==> src/rtl/rf_wb_arbiter.sv <==
// Round-robin arbiter sharing the integer register-file write port among NREQ write-back units.
// Define RF_WB_SCOREBOARD_EN to add the busy-register scoreboard (alloc_valid/alloc_addr/busy).
module rf_wb_arbiter #(
    parameter int NREQ = 3,
    parameter int XLEN = 64,
    parameter int AW   = 5
) (
    input  logic                 clock,
    input  logic                 reset,
    input  logic [NREQ-1:0]      req_valid,
    output logic [NREQ-1:0]      req_ready,
    input  logic [NREQ*AW-1:0]   req_addr,
    input  logic [NREQ*XLEN-1:0] req_data,
    output logic                 rf_write_enable,
    output logic [AW-1:0]        rf_write_addr,
    output logic [XLEN-1:0]      rf_write_data,
    output logic [2:0]           grant_id
`ifdef RF_WB_SCOREBOARD_EN
    ,
    input  logic                 alloc_valid,
    input  logic [AW-1:0]        alloc_addr,
    output logic [31:0]          busy
`endif
);

    // Returns {found, index} of the first valid requester at or after ptr, wrapping modulo NREQ.
    function automatic logic [3:0] rr_pick(input logic [2:0] ptr, input logic [7:0] vld);
        logic       found;
        logic [2:0] win;
        logic [3:0] sum;
        found = 1'b0;
        win   = 3'd0;
        sum   = 4'd0;
        for (int k = 0; k < NREQ; k++) begin
            sum = {1'b0, ptr} + 4'(k);
            sum = (sum >= 4'(NREQ)) ? (sum - 4'(NREQ)) : sum;
            if (!found && vld[sum[2:0]]) begin
                found = 1'b1;
                win   = sum[2:0];
            end else begin
                found = found;
            end
        end
        return {found, win};
    endfunction

    logic [2:0]      rr_ptr_q;
    logic [2:0]      rr_ptr_d;
    logic            found_s;
    logic [2:0]      win_s;
    logic [AW-1:0]   win_addr_s;
    logic [XLEN-1:0] win_data_s;
    logic            we_q;
    logic            we_d;
    logic [AW-1:0]   addr_q;
    logic [AW-1:0]   addr_d;
    logic [XLEN-1:0] data_q;
    logic [XLEN-1:0] data_d;
    logic [2:0]      gid_q;
    logic [2:0]      gid_d;

    assign {found_s, win_s} = rr_pick(rr_ptr_q, 8'(req_valid));

    // Grant decode, winner operand mux and next-state for pointer and output stage.
    always_comb begin
        req_ready  = '0;
        win_addr_s = '0;
        win_data_s = '0;
        for (int i = 0; i < NREQ; i++) begin
            req_ready[i] = reset & found_s & (win_s == 3'(i));
            win_addr_s   = (win_s == 3'(i)) ? req_addr[i*AW +: AW]     : win_addr_s;
            win_data_s   = (win_s == 3'(i)) ? req_data[i*XLEN +: XLEN] : win_data_s;
        end
        rr_ptr_d = rr_ptr_q;
        we_d     = 1'b0;
        addr_d   = addr_q;
        data_d   = data_q;
        gid_d    = gid_q;
        if (found_s) begin
            rr_ptr_d = (win_s == 3'(NREQ - 1)) ? 3'd0 : (win_s + 3'd1);
            // A write to x0 is consumed but never reaches the register file.
            if (win_addr_s != '0) begin
                we_d   = 1'b1;
                addr_d = win_addr_s;
                data_d = win_data_s;
                gid_d  = win_s;
            end else begin
                we_d   = 1'b0;
            end
        end else begin
            rr_ptr_d = rr_ptr_q;
        end
    end

    // Round-robin pointer and registered write-port stage.
    always_ff @(posedge clock or negedge reset) begin
        if (!reset) begin
            rr_ptr_q <= 3'd0;
            we_q     <= 1'b0;
            addr_q   <= '0;
            data_q   <= '0;
            gid_q    <= 3'd0;
        end else begin
            rr_ptr_q <= rr_ptr_d;
            we_q     <= we_d;
            addr_q   <= addr_d;
            data_q   <= data_d;
            gid_q    <= gid_d;
        end
    end

    assign rf_write_enable = we_q;
    assign rf_write_addr   = addr_q;
    assign rf_write_data   = data_q;
    assign grant_id        = gid_q;

`ifdef RF_WB_SCOREBOARD_EN
    logic [31:0] busy_q;
    logic [31:0] busy_d;

    // Busy next-state: retiring write clears, new allocation sets and wins on the same register.
    always_comb begin
        busy_d = busy_q;
        if (we_q) begin
            busy_d[addr_q] = 1'b0;
        end else begin
            busy_d = busy_q;
        end
        if (alloc_valid && (alloc_addr != '0)) begin
            busy_d[alloc_addr] = 1'b1;
        end else begin
            busy_d = busy_d;
        end
        busy_d[0] = 1'b0;
    end

    // Busy-register scoreboard state.
    always_ff @(posedge clock or negedge reset) begin
        if (!reset) begin
            busy_q <= 32'd0;
        end else begin
            busy_q <= busy_d;
        end
    end

    assign busy = busy_q;
`endif

endmodule
==> config.mk <==
export PLATFORM = sky130hd
export DESIGN_NAME = rf_wb_arbiter
export DESIGN_NICKNAME = d
export VERILOG_FILES = /design/src/rtl/rf_wb_arbiter.sv
export SDC_FILE = /design/constraint.sdc
export NUM_CORES = 1
export LEC_CHECK = 0
export CAP_MARGIN = 40
export CORE_MARGIN = 2
export CORE_UTILIZATION = 38
export CTS_CLUSTER_SIZE = 40
export DETAILED_ROUTE_END_ITERATION = 10
export HOLD_SLACK_MARGIN = 0.06
export PLACE_DENSITY = 0.87
export SLEW_MARGIN = 20
export SYNTH_ARGS = -nofsm -noshare
export SYNTH_HDL_FRONTEND = slang
export SYNTH_SLANG_ARGS = --single-unit
==> constraint.sdc <==
create_clock -name clock -period 4.4 [get_ports clock]
set_clock_uncertainty 0.15 [all_clocks]
set_input_delay 0.88 -clock clock [delete_from_list [all_inputs] [get_ports clock]]
set_output_delay 0.88 -clock clock [all_outputs]
set_load 0.05 [all_outputs]
Word level (Yosys, flattened, before mapping)
Index checks and enable logic that the tools add are counted.
Storage, ports and cells
  register bits: 76
  input bits: 212
Operators by class
  add/sub/neg operators: 6
  order comparisons: 6
  eq/ne operators: 2
  muxes and demuxes: 24
  bitwise logic cells: 4
  reduce and logical (&&, ||, !) cells: 7
Operators by type and width (number)
  64-bit two-way mux: 3
  3-bit two-way mux: 7
  5-bit two-way mux: 3
  3-bit by 4-bit < comparator with 1-bit output, second input constant: 3
  1-bit binary-select mux with 3-bit select: 3
  3-bit by 2-bit subtractor with 3-bit output, second input constant: 3
  4-bit by 2-bit greater-or-equal comparator with 1-bit output, second input constant: 2
  1-bit two-way mux: 8
  5-bit nonzero test: 1
  3-bit by 1-bit adder with 4-bit output, second input constant: 1
  3-bit by 2-bit adder with 4-bit output, second input constant: 1
  1-bit bitwise AND: 4
  3-bit by 1-bit adder with 3-bit output, second input constant: 1
  3-bit by 1-bit == test with 1-bit output, second input constant: 1
  3-bit by 2-bit == test with 1-bit output, second input constant: 1
  3-bit by 2-bit greater-or-equal comparator with 1-bit output, second input constant: 1
  3-bit logical NOT: 1
  1-bit logical AND: 2
  1-bit logical NOT: 2
  2-bit AND reduction: 1

Longest topological paths before layout
  word-level depth: 18
  gate-level depth with buffers: 15
  gate-level depth less buffers: 11

Least setup slack after synthesis
OpenSTA, ideal clock, no wires.
  path type: flip-flop to output port
  from: register rr_ptr_q[1]
  to: output port req_ready[2]
  arrival time: 3446 ps
  setup slack: -76 ps
  cell stages (with the launch flop): 13
  cell sequence: dfrtp_1 -> ha_1 -> ha_1 -> a211o_1 -> a31o_1 -> a221oi_1 -> a21bo_1 -> a211oi_2 -> nor2_1 -> buf_2 -> buf_2 -> clkbuf_1 -> nor2_1
Between the ends
  word-level cells in the longest chain between the ends: 13
  elaborated cells on any way between the ends: 30
  those cells by class: 5 x add/sub; 3 x order compare; 1 x eq/ne; 15 x mux; 2 x bitwise; 4 x reduce/logical
Ends and longest elaborated chain
  from (decl): line 47  | logic [2:0] rr_ptr_q;
  from (signal assigned): line 104  | rr_ptr_q <= rr_ptr_d;
  branches (longest 12 deep; another with 3-bit by 1-bit adder with 4-bit output)
  1-bit bitwise AND *: line 70  | req_ready[i] = reset & found_s & (win_s == 3'(i));
  to (decl): line 11  | output logic [NREQ-1:0] req_ready,
Every way passes the cells marked *. The select of a mux whose other input is x is not followed.

Worst setup path in the final report
Ends and elaborated chain as after synthesis.

==> reports/metrics.cfg <==
[sta]
period_share = 0.957
fmax_ghz = 0.238
finalCriticalPeriod_ns = 4.21
slew_headroom = 0.582
rsz0062_at_grt = no
worst_pin_slew_ns = 0.622
finalSetupViolCount = 0
drv_slew = 0
report.final.hold_viol_count = 0
fin_setup_tns_ns = 0

[routing]
wl_per_cell_um = 18.9
drtIter0Drc = 426
drtAntennaViolNets = 0
vias = 4863
vias_per_cell = 5.54
drcViolationCount = 0
drt-total-wl_um = 16600
first_pass_iters = 5

[cells_and_area]
fin_nets = 947
n_fill_cell = 903
antennaDiodeCount = 0
area_growth_pct = 74.1
drive_gt1_frac = 0.0643
final_cell_mix = clkdlybuf4s50_1, dfrtp_1, mux2_1
mostFrequentLayoutCell = clkdlybuf4s50_1

[clock_tree]
cts_tree = built
path_clk_slew_ns = 0.06
cts_root_buffer = clkbuf_16
h-tree-depth = 3
postCtsHoldBufs = 0
clockBufferDepth = 2
post_cts_buffers = 0
numCtsBuffers = 9
cts-resized-gates = 0
clkLatencyLatePin_ns = 0.32
cts.sinks = 76

[critical_path]
critPathKind = reg -> out
path_max_fanout = 9
crit_top_cell = ha_1
path_delay_family = compound AO/OA/AOI/OAI gates
rrSetupSlack_ns = 0.31
cp-start-kind = flop
crit_path_end_kind = output pin
path_buf_inv = 2
crit_path_top_delay_cell = dfrtp_1
crit_chain = ha_1, ha_1, a211o_1, a31o_1, a221oi_1, a21bo_1, a211oi_2, buf_4, nor2_4, nor2_2, buf_12
crit_arrival_ns = 3.18
required_ns = 3.37
cpPeakStageDelay_ns = 0.48

[die]
ios = 288
die_h_um = 115
start_util = 0.388
die_area_mm2 = 0.0132
core_mm2 = 0.0120
dieWidth_um = 115
rows = 40

[logic_synthesis]
netlist.area_leader.share = 0.408
yosys_warnings = 0
ys_types = 49
synthTopCellsByArea = dfrtp_1, mux2_1, a221o_1, nor2b_1, nor2_1
synth-edff-count = 0
yosysTopAreaCell = dfrtp_1
synthesis.area_mm2 = 0.00466
synth_flop_cell = dfrtp_1
async_flop_share = 1.00
synth.ff_latch_count = 76
avgSynthCellArea_um2 = 10.5
synthCells = 446
ys_seq_area_frac = 0.408
syn-num-nets = 666

[placement]
place.gp.congestion = 0.944
hpwl_um = 13100
io_buffers = 287

[grt]
grt_max_degree = 46
grt_pass1_wl_um = 25000
grt_pass1_vias = 4921
grt_use_total = 0.244
antenna_found_initial = 0
grt_overflow_total = 0

[run]
max_cap_viol_count = 0

[hold_path]
hold_path.class = in -> async

[run_status]
status = complete, no violations

-- registers in the layout, indices dropped and copies added, names as in the netlist --
| signal | flops |
|---|---|
| rf_write_enable | 1 |
| rf_write_data | 64 |
| rr_ptr_q | 3 |
| grant_id | 3 |
| rf_write_addr | 5 |
-- through the flow --
| step | std cells | hold slack [ns] | util | setup slack, ns | instance area, µm² |
|---|---|---|---|---|---|
| 3_5_place_dp | 863 | 0.325 | 0.647 | 0.205 | 7770 |
| 4_1_cts | 878 | 0.216 | 0.674 | 0.262 | 8100 |
| 3_3_place_gp | 862 | 0.316 | 0.645 | 0.397 | 7750 |
| 6_report | 878 | 0.228 | 0.676 | 0.189 | 8120 |
| 2_1_floorplan | 446 | 0.405 | - | 0.146 | 4670 |
| 5_1_grt | 878 | 0.214 | 0.676 | 0.0466 | 8120 |
-- cells by family after synthesis --
logic type | share of synthesized area
simple gates | 0.151
flops | 0.408
compound gates | 0.206
xor+xnor | 0.00751
mux | 0.166
fa+ha+maj | 0.0215
buf+inv | 0.0400
-- worst register-to-register path: stages (launching register included) --
cell,delay [ns]
dfrtp_1,0.44
inv_1,0.17
ha_1,0.31
nor2b_1,0.37
o22ai_1,0.14
and2_1,0.22
a311oi_2,0.38
a211oi_2,0.12
buf_4,0.19
o41ai_1,0.49
o22a_1,0.29
a31oi_4,0.15
buf_12,0.21
mux2_1,0.36
-- final timing paths --
kind / startpoint / to / cells after the start
hold reg to reg: rf_write_data[43]$_DFFE_PN0P_ / rf_write_data[43]$_DFFE_PN0P_ / 1
setup reg to reg: rr_ptr_q[2]$_DFFE_PN0P_ / rf_write_data[60]$_DFFE_PN0P_ / 13
hold / removal: reset / rf_write_addr[1]$_DFFE_PN0P_ / 1
max in group asynchronous: reset / rf_write_data[27]$_DFFE_PN0P_ / 3
min in group clock: rf_write_data[43]$_DFFE_PN0P_ / rf_write_data[43]$_DFFE_PN0P_ / 1
setup / recovery: rr_ptr_q[1]$_DFFE_PN0P_ / req_ready[2] / 11
-- routing by layer --
layer | vias to the layer above | part of all wire | track usage
met4 | 0 | 0.018 | 0.0667
li1 | 2240 | - | -
met3 | 28 | 0.074 | 0.0559
met1 | 2347 | 0.39 | 0.291
met5 | - | 0 | 0
met2 | 248 | 0.52 | 0.444
-- synth_stat cells, types with 3 or more instances --
cell type,n
o21ai_0,3
o22ai_1,9
buf_1,5
and3_1,3
ha_1,8
clkbuf_1,17
mux2_2,3
mux2_1,64
a21oi_1,12
nor2_1,27
nand2_1,24
nand3b_1,7
dfrtp_1,76
inv_1,13
and2_1,4
xnor2_1,4
a221o_1,50
nand3_1,3
buf_2,11
nor2b_1,52
o41ai_1,4
a31oi_1,8
o32ai_1,4
-- cell type report --
class | instances | area (µm²) | area share
Clock buffer | 12 | 256 | 0.0316
Timing Repair Buffer | 303 | 3050 | 0.375
Clock inverter | 3 | 68.8 | 0.00848
Multi-Input combinational cell | 324 | 2610 | 0.322
Inverter | 13 | 48.8 | 0.00601
Tap cell | 147 | 184 | 0.0227
Sequential cell | 76 | 1900 | 0.234
Power is left out: the tool's default activity adds up to more than one toggle a clock period on the data nets, which glitch-free logic cannot reach.
